`src/rtl/uart_alu_pkg.sv`:
```
// Shared state encodings and sizing helpers for the UART/ALU frame controller.
// RX_CHK exists only when FRAME_CHECKSUM_EN is defined.
package uart_alu_pkg;

    localparam int STATE_W     = 3;
    localparam int SEQ_STATE_W = 2;

    typedef enum logic [STATE_W-1:0] {
        IDLE     = 3'd0,
        RX_OPND  = 3'd1,
        RX_OPC   = 3'd2,
`ifdef FRAME_CHECKSUM_EN
        RX_CHK   = 3'd3,
`endif
        ISSUE    = 3'd4,
        WAIT_RES = 3'd5,
        TX_RUN   = 3'd6
    } state_t;

    typedef enum logic [SEQ_STATE_W-1:0] {
        SEQ_IDLE = 2'd0,
        TX_SEND  = 2'd1,
        TX_WAIT  = 2'd2
    } seq_state_t;

    function automatic int calc_bpo(input int nb_data, input int nb_byte);
        return (nb_data + nb_byte - 1) / nb_byte;
    endfunction

    // Bits needed to count 0..n-1, never less than one.
    function automatic int cnt_width(input int n);
        return (n > 1) ? $clog2(n) : 1;
    endfunction

endpackage

```
`src/rtl/uart_byte_tx_seq.sv`:
```
// Byte sequencer: on i_load, sends N_BYTES bytes LSB-first through the UART
// transmitter with a start/busy handshake, then pulses o_done.
module uart_byte_tx_seq
    import uart_alu_pkg::*;
#(
    parameter int NB_BYTE = 8,
    parameter int N_BYTES = 2
)(
    input  logic                       i_clk,
    input  logic                       i_reset,
    input  logic                       i_load,
    input  logic [N_BYTES*NB_BYTE-1:0] i_bytes,
    input  logic                       i_tx_busy,
    output logic                       o_tx_start,
    output logic [NB_BYTE-1:0]         o_tx_data,
    output logic                       o_done
);
    localparam int CW = cnt_width(N_BYTES);

    seq_state_t                 r_state;
    logic [CW-1:0]              r_cnt;
    logic [N_BYTES*NB_BYTE-1:0] r_shift;
    logic                       r_guard;

    always_ff @(posedge i_clk or negedge i_reset) begin
        if (!i_reset) begin
            r_state    <= SEQ_IDLE;
            r_cnt      <= '0;
            r_shift    <= '0;
            r_guard    <= 1'b0;
            o_tx_start <= 1'b0;
            o_tx_data  <= '0;
            o_done     <= 1'b0;
        end else begin
            o_tx_start <= 1'b0;
            o_done     <= 1'b0;
            case (r_state)
                SEQ_IDLE: begin
                    if (i_load) begin
                        r_shift <= i_bytes;
                        r_cnt   <= '0;
                        r_state <= TX_SEND;
                    end
                end
                TX_SEND: begin
                    if (!i_tx_busy) begin
                        o_tx_start <= 1'b1;
                        o_tx_data  <= r_shift[NB_BYTE-1:0];
                        r_shift    <= r_shift >> NB_BYTE;
                        r_guard    <= 1'b1;
                        r_state    <= TX_WAIT;
                    end
                end
                TX_WAIT: begin
                    // The transmitter raises busy one cycle after start, so the first cycle is skipped.
                    if (r_guard) begin
                        r_guard <= 1'b0;
                    end else if (!i_tx_busy) begin
                        if (r_cnt == CW'(N_BYTES - 1)) begin
                            o_done  <= 1'b1;
                            r_state <= SEQ_IDLE;
                        end else begin
                            r_cnt   <= r_cnt + 1'b1;
                            r_state <= TX_SEND;
                        end
                    end
                end
                default: r_state <= SEQ_IDLE;
            endcase
        end
    end

endmodule

```
`src/rtl/uart_alu_frame_ctrl.sv`:
```
// Frame controller between uart_rx/uart_tx and the ALU: collects operands and opcode,
// issues them, and returns the result. FRAME_CHECKSUM_EN adds XOR frame checksums.
module uart_alu_frame_ctrl
    import uart_alu_pkg::*;
#(
    parameter int NB_BYTE        = 8,
    parameter int NB_DATA        = 16,
    parameter int NB_OP          = 6,
    parameter int N_OPERANDS     = 2,
    parameter int ALU_LATENCY    = 1,
    parameter int TIMEOUT_CYCLES = 100000
)(
    input  logic                         i_clk,
    input  logic                         i_reset,
    input  logic                         i_rx_done,
    input  logic [NB_BYTE-1:0]           i_rx_data,
    input  logic                         i_tx_busy,
    output logic                         o_tx_start,
    output logic [NB_BYTE-1:0]           o_tx_data,
    output logic [N_OPERANDS*NB_DATA-1:0] o_operands,
    output logic [NB_OP-1:0]             o_opcode,
    output logic                         o_alu_valid,
    input  logic [NB_DATA-1:0]           i_alu_result,
    output logic                         o_busy,
    output logic                         o_timeout_err,
    output logic                         o_overrun_err,
    output logic                         o_frame_err
);
    localparam int BPO = calc_bpo(NB_DATA, NB_BYTE);
    localparam int BW  = cnt_width(BPO);
    localparam int OW  = cnt_width(N_OPERANDS);
    localparam int TW  = cnt_width(TIMEOUT_CYCLES);
    localparam int LW  = cnt_width(ALU_LATENCY);
`ifdef FRAME_CHECKSUM_EN
    localparam int TXB = BPO + 1;
`else
    localparam int TXB = BPO;
`endif

    state_t                 r_state;
    logic [BW-1:0]          r_byte_cnt;
    logic [OW-1:0]          r_opnd_idx;
    logic [TW-1:0]          r_to_cnt;
    logic [LW-1:0]          r_lat_cnt;
    logic [BPO*NB_BYTE-1:0] r_opnd [N_OPERANDS];
    logic [TXB*NB_BYTE-1:0] r_tx_bytes;
    logic                   r_load;
    logic                   w_seq_done;
    logic                   w_last_byte;
    logic                   w_rx_state;
    logic                   w_busy_state;
    logic                   w_timeout;
    logic [BPO*NB_BYTE-1:0] w_res_ext;
`ifdef FRAME_CHECKSUM_EN
    logic [NB_BYTE-1:0]     r_chk;
    logic [NB_BYTE-1:0]     w_res_chk;

    always_comb begin
        w_res_chk = '0;
        for (int b = 0; b < BPO; b++) w_res_chk = w_res_chk ^ w_res_ext[b*NB_BYTE +: NB_BYTE];
    end
    assign w_rx_state = (r_state == RX_OPND) || (r_state == RX_OPC) || (r_state == RX_CHK);
`else
    assign w_rx_state = (r_state == RX_OPND) || (r_state == RX_OPC);
`endif

    assign w_res_ext    = (BPO*NB_BYTE)'(i_alu_result);
    assign w_busy_state = (r_state == ISSUE) || (r_state == WAIT_RES) || (r_state == TX_RUN);
    assign w_last_byte  = (r_byte_cnt == BW'(BPO - 1)) && (r_opnd_idx == OW'(N_OPERANDS - 1));
    assign w_timeout    = w_rx_state && !i_rx_done && (r_to_cnt == TW'(TIMEOUT_CYCLES - 1));
    assign o_busy       = (r_state != IDLE);

    // Bits of the top byte above NB_DATA are dropped here.
    for (genvar k = 0; k < N_OPERANDS; k++) begin : g_opnd
        assign o_operands[k*NB_DATA +: NB_DATA] = r_opnd[k][NB_DATA-1:0];
    end

    always_ff @(posedge i_clk or negedge i_reset) begin
        if (!i_reset) begin
            r_state       <= IDLE;
            r_byte_cnt    <= '0;
            r_opnd_idx    <= '0;
            r_to_cnt      <= '0;
            r_lat_cnt     <= '0;
            for (int k = 0; k < N_OPERANDS; k++) r_opnd[k] <= '0;
            r_tx_bytes    <= '0;
            r_load        <= 1'b0;
            o_opcode      <= '0;
            o_alu_valid   <= 1'b0;
            o_timeout_err <= 1'b0;
            o_overrun_err <= 1'b0;
            o_frame_err   <= 1'b0;
`ifdef FRAME_CHECKSUM_EN
            r_chk         <= '0;
`endif
        end else begin
            o_alu_valid   <= 1'b0;
            o_timeout_err <= 1'b0;
            o_overrun_err <= 1'b0;
            o_frame_err   <= 1'b0;
            r_load        <= 1'b0;
            if (w_rx_state && !i_rx_done) r_to_cnt <= r_to_cnt + 1'b1;
            if (w_busy_state && i_rx_done) o_overrun_err <= 1'b1;

            if (w_timeout) begin
                o_timeout_err <= 1'b1;
                r_byte_cnt    <= '0;
                r_opnd_idx    <= '0;
                r_to_cnt      <= '0;
                r_state       <= IDLE;
            end else begin
                case (r_state)
                    IDLE, RX_OPND: begin
                        if (i_rx_done) begin
                            r_opnd[r_opnd_idx][r_byte_cnt*NB_BYTE +: NB_BYTE] <= i_rx_data;
                            r_to_cnt <= '0;
`ifdef FRAME_CHECKSUM_EN
                            r_chk <= (r_state == IDLE) ? i_rx_data : (r_chk ^ i_rx_data);
`endif
                            if (w_last_byte) begin
                                r_byte_cnt <= '0;
                                r_opnd_idx <= '0;
                                r_state    <= RX_OPC;
                            end else if (r_byte_cnt == BW'(BPO - 1)) begin
                                r_byte_cnt <= '0;
                                r_opnd_idx <= r_opnd_idx + 1'b1;
                                r_state    <= RX_OPND;
                            end else begin
                                r_byte_cnt <= r_byte_cnt + 1'b1;
                                r_state    <= RX_OPND;
                            end
                        end
                    end
                    RX_OPC: begin
                        if (i_rx_done) begin
                            o_opcode <= i_rx_data[NB_OP-1:0];
                            r_to_cnt <= '0;
`ifdef FRAME_CHECKSUM_EN
                            r_chk    <= r_chk ^ i_rx_data;
                            r_state  <= RX_CHK;
`else
                            o_alu_valid <= 1'b1;
                            r_state     <= ISSUE;
`endif
                        end
                    end
`ifdef FRAME_CHECKSUM_EN
                    RX_CHK: begin
                        if (i_rx_done) begin
                            r_to_cnt <= '0;
                            if (i_rx_data == r_chk) begin
                                o_alu_valid <= 1'b1;
                                r_state     <= ISSUE;
                            end else begin
                                o_frame_err <= 1'b1;
                                r_state     <= IDLE;
                            end
                        end
                    end
`endif
                    ISSUE: begin
                        r_lat_cnt <= '0;
                        r_state   <= WAIT_RES;
                    end
                    WAIT_RES: begin
                        if (r_lat_cnt == LW'(ALU_LATENCY - 1)) begin
`ifdef FRAME_CHECKSUM_EN
                            r_tx_bytes <= {w_res_chk, w_res_ext};
`else
                            r_tx_bytes <= w_res_ext;
`endif
                            r_load  <= 1'b1;
                            r_state <= TX_RUN;
                        end else begin
                            r_lat_cnt <= r_lat_cnt + 1'b1;
                        end
                    end
                    TX_RUN: begin
                        if (w_seq_done) r_state <= IDLE;
                    end
                    default: r_state <= IDLE;
                endcase
            end
        end
    end

    uart_byte_tx_seq #(
        .NB_BYTE (NB_BYTE),
        .N_BYTES (TXB)
    ) u_tx_seq (
        .i_clk      (i_clk),
        .i_reset    (i_reset),
        .i_load     (r_load),
        .i_bytes    (r_tx_bytes),
        .i_tx_busy  (i_tx_busy),
        .o_tx_start (o_tx_start),
        .o_tx_data  (o_tx_data),
        .o_done     (w_seq_done)
    );

endmodule
```
`config.mk`:
```
export PLATFORM = sky130hd
export DESIGN_NAME = uart_alu_frame_ctrl
export DESIGN_NICKNAME = d
export VERILOG_FILES = /design/src/rtl/uart_alu_pkg.sv /design/src/rtl/uart_byte_tx_seq.sv /design/src/rtl/uart_alu_frame_ctrl.sv
export SDC_FILE = /design/constraint.sdc
export NUM_CORES = 1
export LEC_CHECK = 0
export BUFFER_PORTS_ARGS = -buffer_cell sky130_fd_sc_hd__buf_2
export CORE_ASPECT_RATIO = 1.75
export CORE_MARGIN = 2
export CORE_UTILIZATION = 60
export DETAILED_ROUTE_END_ITERATION = 16
export PLACE_DENSITY = 0.85
export SYNTH_ARGS = -nofsm -noshare
export SYNTH_HDL_FRONTEND = slang
export SYNTH_SLANG_ARGS = --single-unit
```
`constraint.sdc`:
```
create_clock -name i_clk -period 3.05 [get_ports i_clk]
set_input_delay 0.4575 -clock i_clk [delete_from_list [all_inputs] [get_ports i_clk]]
set_output_delay 0.4575 -clock i_clk [all_outputs]
set_load 0.02 [all_outputs]
```
==> impl_metrics.json <==
{
  "yosys_warnings": 0,
  "routed_via_density": 5.73,
  "ys_async_sr_fraction_pct": 100,
  "route.detailed.drc": 0,
  "antenna_found_initial": 0,
  "synth_top_area_share_pct": 60.3,
  "synth_seq_cells": 110,
  "status": "finished, final reports clean",
  "tns_ns": 0,
  "cts_resized": 0,
  "grt_max_degree": 100,
  "worst-path-max-fanout": 17,
  "fin_crit_sh_pct": 76.0,
  "clock_path_buffers": 2,
  "rsz0062_at_grt": "false",
  "fin_worst_skew_ns": 0.00818,
  "instances_no_fill": 557,
  "antenna_left": 0,
  "grt_pass1_wl_mm": 15.4,
  "syn_inst": 385,
  "antennaDiodeCount": 0,
  "hp-class": "input pin to register",
  "crit_type": "register to register",
  "cts_made_buffers": 9,
  "sequentialPowerShare_pct": 44.2,
  "worst-endpoint-arrival_ns": 2.52,
  "num_rows": 42,
  "min_period_ns": 2.32,
  "p_per_area_nw_per_um2": 1030,
  "fmax_mhz": 431,
  "yosysTopAreaCell": "dfrtp_1",
  "setup_viol": 0,
  "nNetsFinal": 493,
  "synth_flop_cell": "dfrtp_1",
  "die_w_um": 70.0,
  "end_kind": "register",
  "cts_tree": "yes",
  "max-cap-violations": 0,
  "worst_setup_path_start_kind": "register",
  "p_sw_mw": 2.00,
  "power_frac_clock_pct": 20.9,
  "syn_avg_cell_area_um2": 11.9,
  "finalHoldViolations": 0,
  "overflow": 0,
  "setup_ws_ns": 0.732,
  "io_pins": 80,
  "io_buffers": 78,
  "start_util_pct": 61.2,
  "drive_above_1_share_pct": 32.4,
  "clkTransAtPathRegs_ns": 0.07,
  "syn2layout_area_growth_pct": 17.2,
  "cts.htree.levels": 3,
  "cts-root-buf": "clkbuf_16",
  "wl_per_cell_um": 16.3,
  "synthTopCellsByArea": "dfrtp_1 (60%), mux2_2 (12%), nand2_1 (5.7%), mux2i_1 (2.2%), o21ai_0 (2.1%)",
  "core_region_area_um2": 7460,
  "cp_data_required_time_ns": 3.25,
  "synth_common_cells": "dfrtp_1 (110), nand2_1 (69), mux2_2 (47)",
  "intPower_mw": 3.49,
  "slew_violations": 0,
  "wl_mm": 9.08,
  "vias": 3194,
  "ir_worst_vdd_mv": 0.606,
  "p_leak_nw": 2.57,
  "place.gp.congestion": 0.847,
  "switching_share_pct": 36.4,
  "yosysSeqAreaShare_pct": 60.3,
  "synth.most_common_cell": "dfrtp_1",
  "synth_nets": 414,
  "drt-initial-drc-count": 245,
  "die_area_um2": 8360,
  "netlist-cell-type-count": 48,
  "die_h_um": 119,
  "placed_cells": 540,
  "power_mw": 5.49,
  "synth_edf_count": 0,
  "clock-sinks": 110,
  "dp_slack_ns": 0.657,
  "drt-pass1-iter-count": 4,
  "grt_use_total_pct": 23.5,
  "grt_pass1_vias": 3175,
  "clock_latency_ns": 0.35,
  "syn_area_um2": 4570,
  "slew_headroom_pct": 37.0,
  "worstMarginPinSlew_ns": 0.943,
  "pwr-share-comb_pct": 34.9,
  "dpl.hpwl_mm": 6.38
}
repair_timing:
item / in CTS / in global routing
buffers inserted: 0 / 0
hold buffers: 1 / 0
endpoints found under the hold margin: 11 / 0
logic make-up (layout without fill, tap and decap cells):
| group | count (synthesis) | after routing | share of synthesized area, % |
|---|---|---|---|
| flip-flops | 110 | 110 | 60.3 |
| other | 1 | 1 | 0.0821 |
| AND/OR/NAND/NOR | 137 | 137 | 14.9 |
| adder cells (fa/ha/maj) | 1 | 1 | 0.274 |
| buffers and inverters | 22 | 106 | 2.11 |
| XOR/XNOR | 9 | 9 | 1.73 |
| AO/OA/AOI/OAI | 48 | 48 | 6.90 |
| multiplexers | 57 | 57 | 13.8 |
power by group through the flow:
stage | Clock (mW) | Combinational [mW] | Sequential, mW
floorplan | 0 | 1.02 | 2.70
global placement | 0 | 1.86 | 2.40
detailed placement | 0 | 1.93 | 2.44
CTS | 1.17 | 1.94 | 2.43
global route | 1.22 | 2.10 | 2.50
finish | 1.15 | 1.92 | 2.43
cell type report:
class                           instances  area (um^2)
Timing Repair Buffer                   85          460
Multi-Input combinational cell        253         1720
Clock inverter                          4         55.1
Fill cell                             502         2110
Sequential cell                       110         2750
Inverter                                5         18.8
Tap cell                               88          110
Clock buffer                           12          236
cells in the final DEF, fill, tap and decap left out, types with 7 or more instances in the layout:
cell type / netlist / routed
nand2_1: 69 / 69
o21ai_0: 19 / 19
or3_1: 7 / 7
mux2_2: 47 / 47
mux2i_1: 10 / 10
a22o_1: 8 / 8
a21oi_1: 9 / 9
buf_2: 4 / 77
dfrtp_1: 110 / 110
clkbuf_16: 0 / 9
nor2_1: 18 / 18
xnor2_1: 8 / 8
metal layers:
metal / global-route usage (%) / wire (um) / vias to the layer above
met1: 28.1 / 3520 / 1575
met5: 0 / 0 / -
li1: - / - / 1505
met4: 11.4 / 261 / 0
met3: 3.98 / 352 / 23
met2: 40.6 / 4950 / 91
flip-flops by register name, indices dropped and copies added (netlist names), 2 cells and up:
signal              flops
o_operands             32
r_to_cnt               17
o_opcode                6
u_tx_seq.r_state        2
r_tx_bytes             16
r_state                 3
u_tx_seq.o_tx_data      8
u_tx_seq.r_shift       16
critical path: stages (launching register included):
cell     delay (ns)
dfrtp_1        0.48
or2_0          0.38
or3_4          0.51
o31ai_4        0.69
nor2_1         0.11
path summary, 6_finish.rpt:
| check | from | endpoint | slack [ns] | cells past startpoint |
|---|---|---|---|---|
| hold reg to reg | r_tx_bytes[7] | r_tx_bytes[7] | 0.47 | 2 |
| max in group asynchronous | i_reset | u_tx_seq.r_shift[10] | 1.79 | 3 |
| hold / removal | i_alu_result[14] | r_tx_bytes[14] | 0.30 | 3 |
| setup / recovery | r_state[2] | r_to_cnt[7] | 0.73 | 4 |
| setup reg to reg | r_state[2] | r_to_cnt[7] | 0.73 | 4 |
| min in group asynchronous | i_reset | r_to_cnt[1] | 0.50 | 2 |
per-stage QoR:
stage | hold WS [ns] | utilization, % | area [um^2]
floorplan | 0.162 | - | 4570
global placement | 0.308 | 67.7 | 5050
detailed placement | 0.310 | 67.7 | 5050
CTS | 0.287 | 71.7 | 5350
global route | 0.299 | 71.7 | 5350
finish | 0.296 | 71.7 | 5350
(Power assumes the default switching activity.)
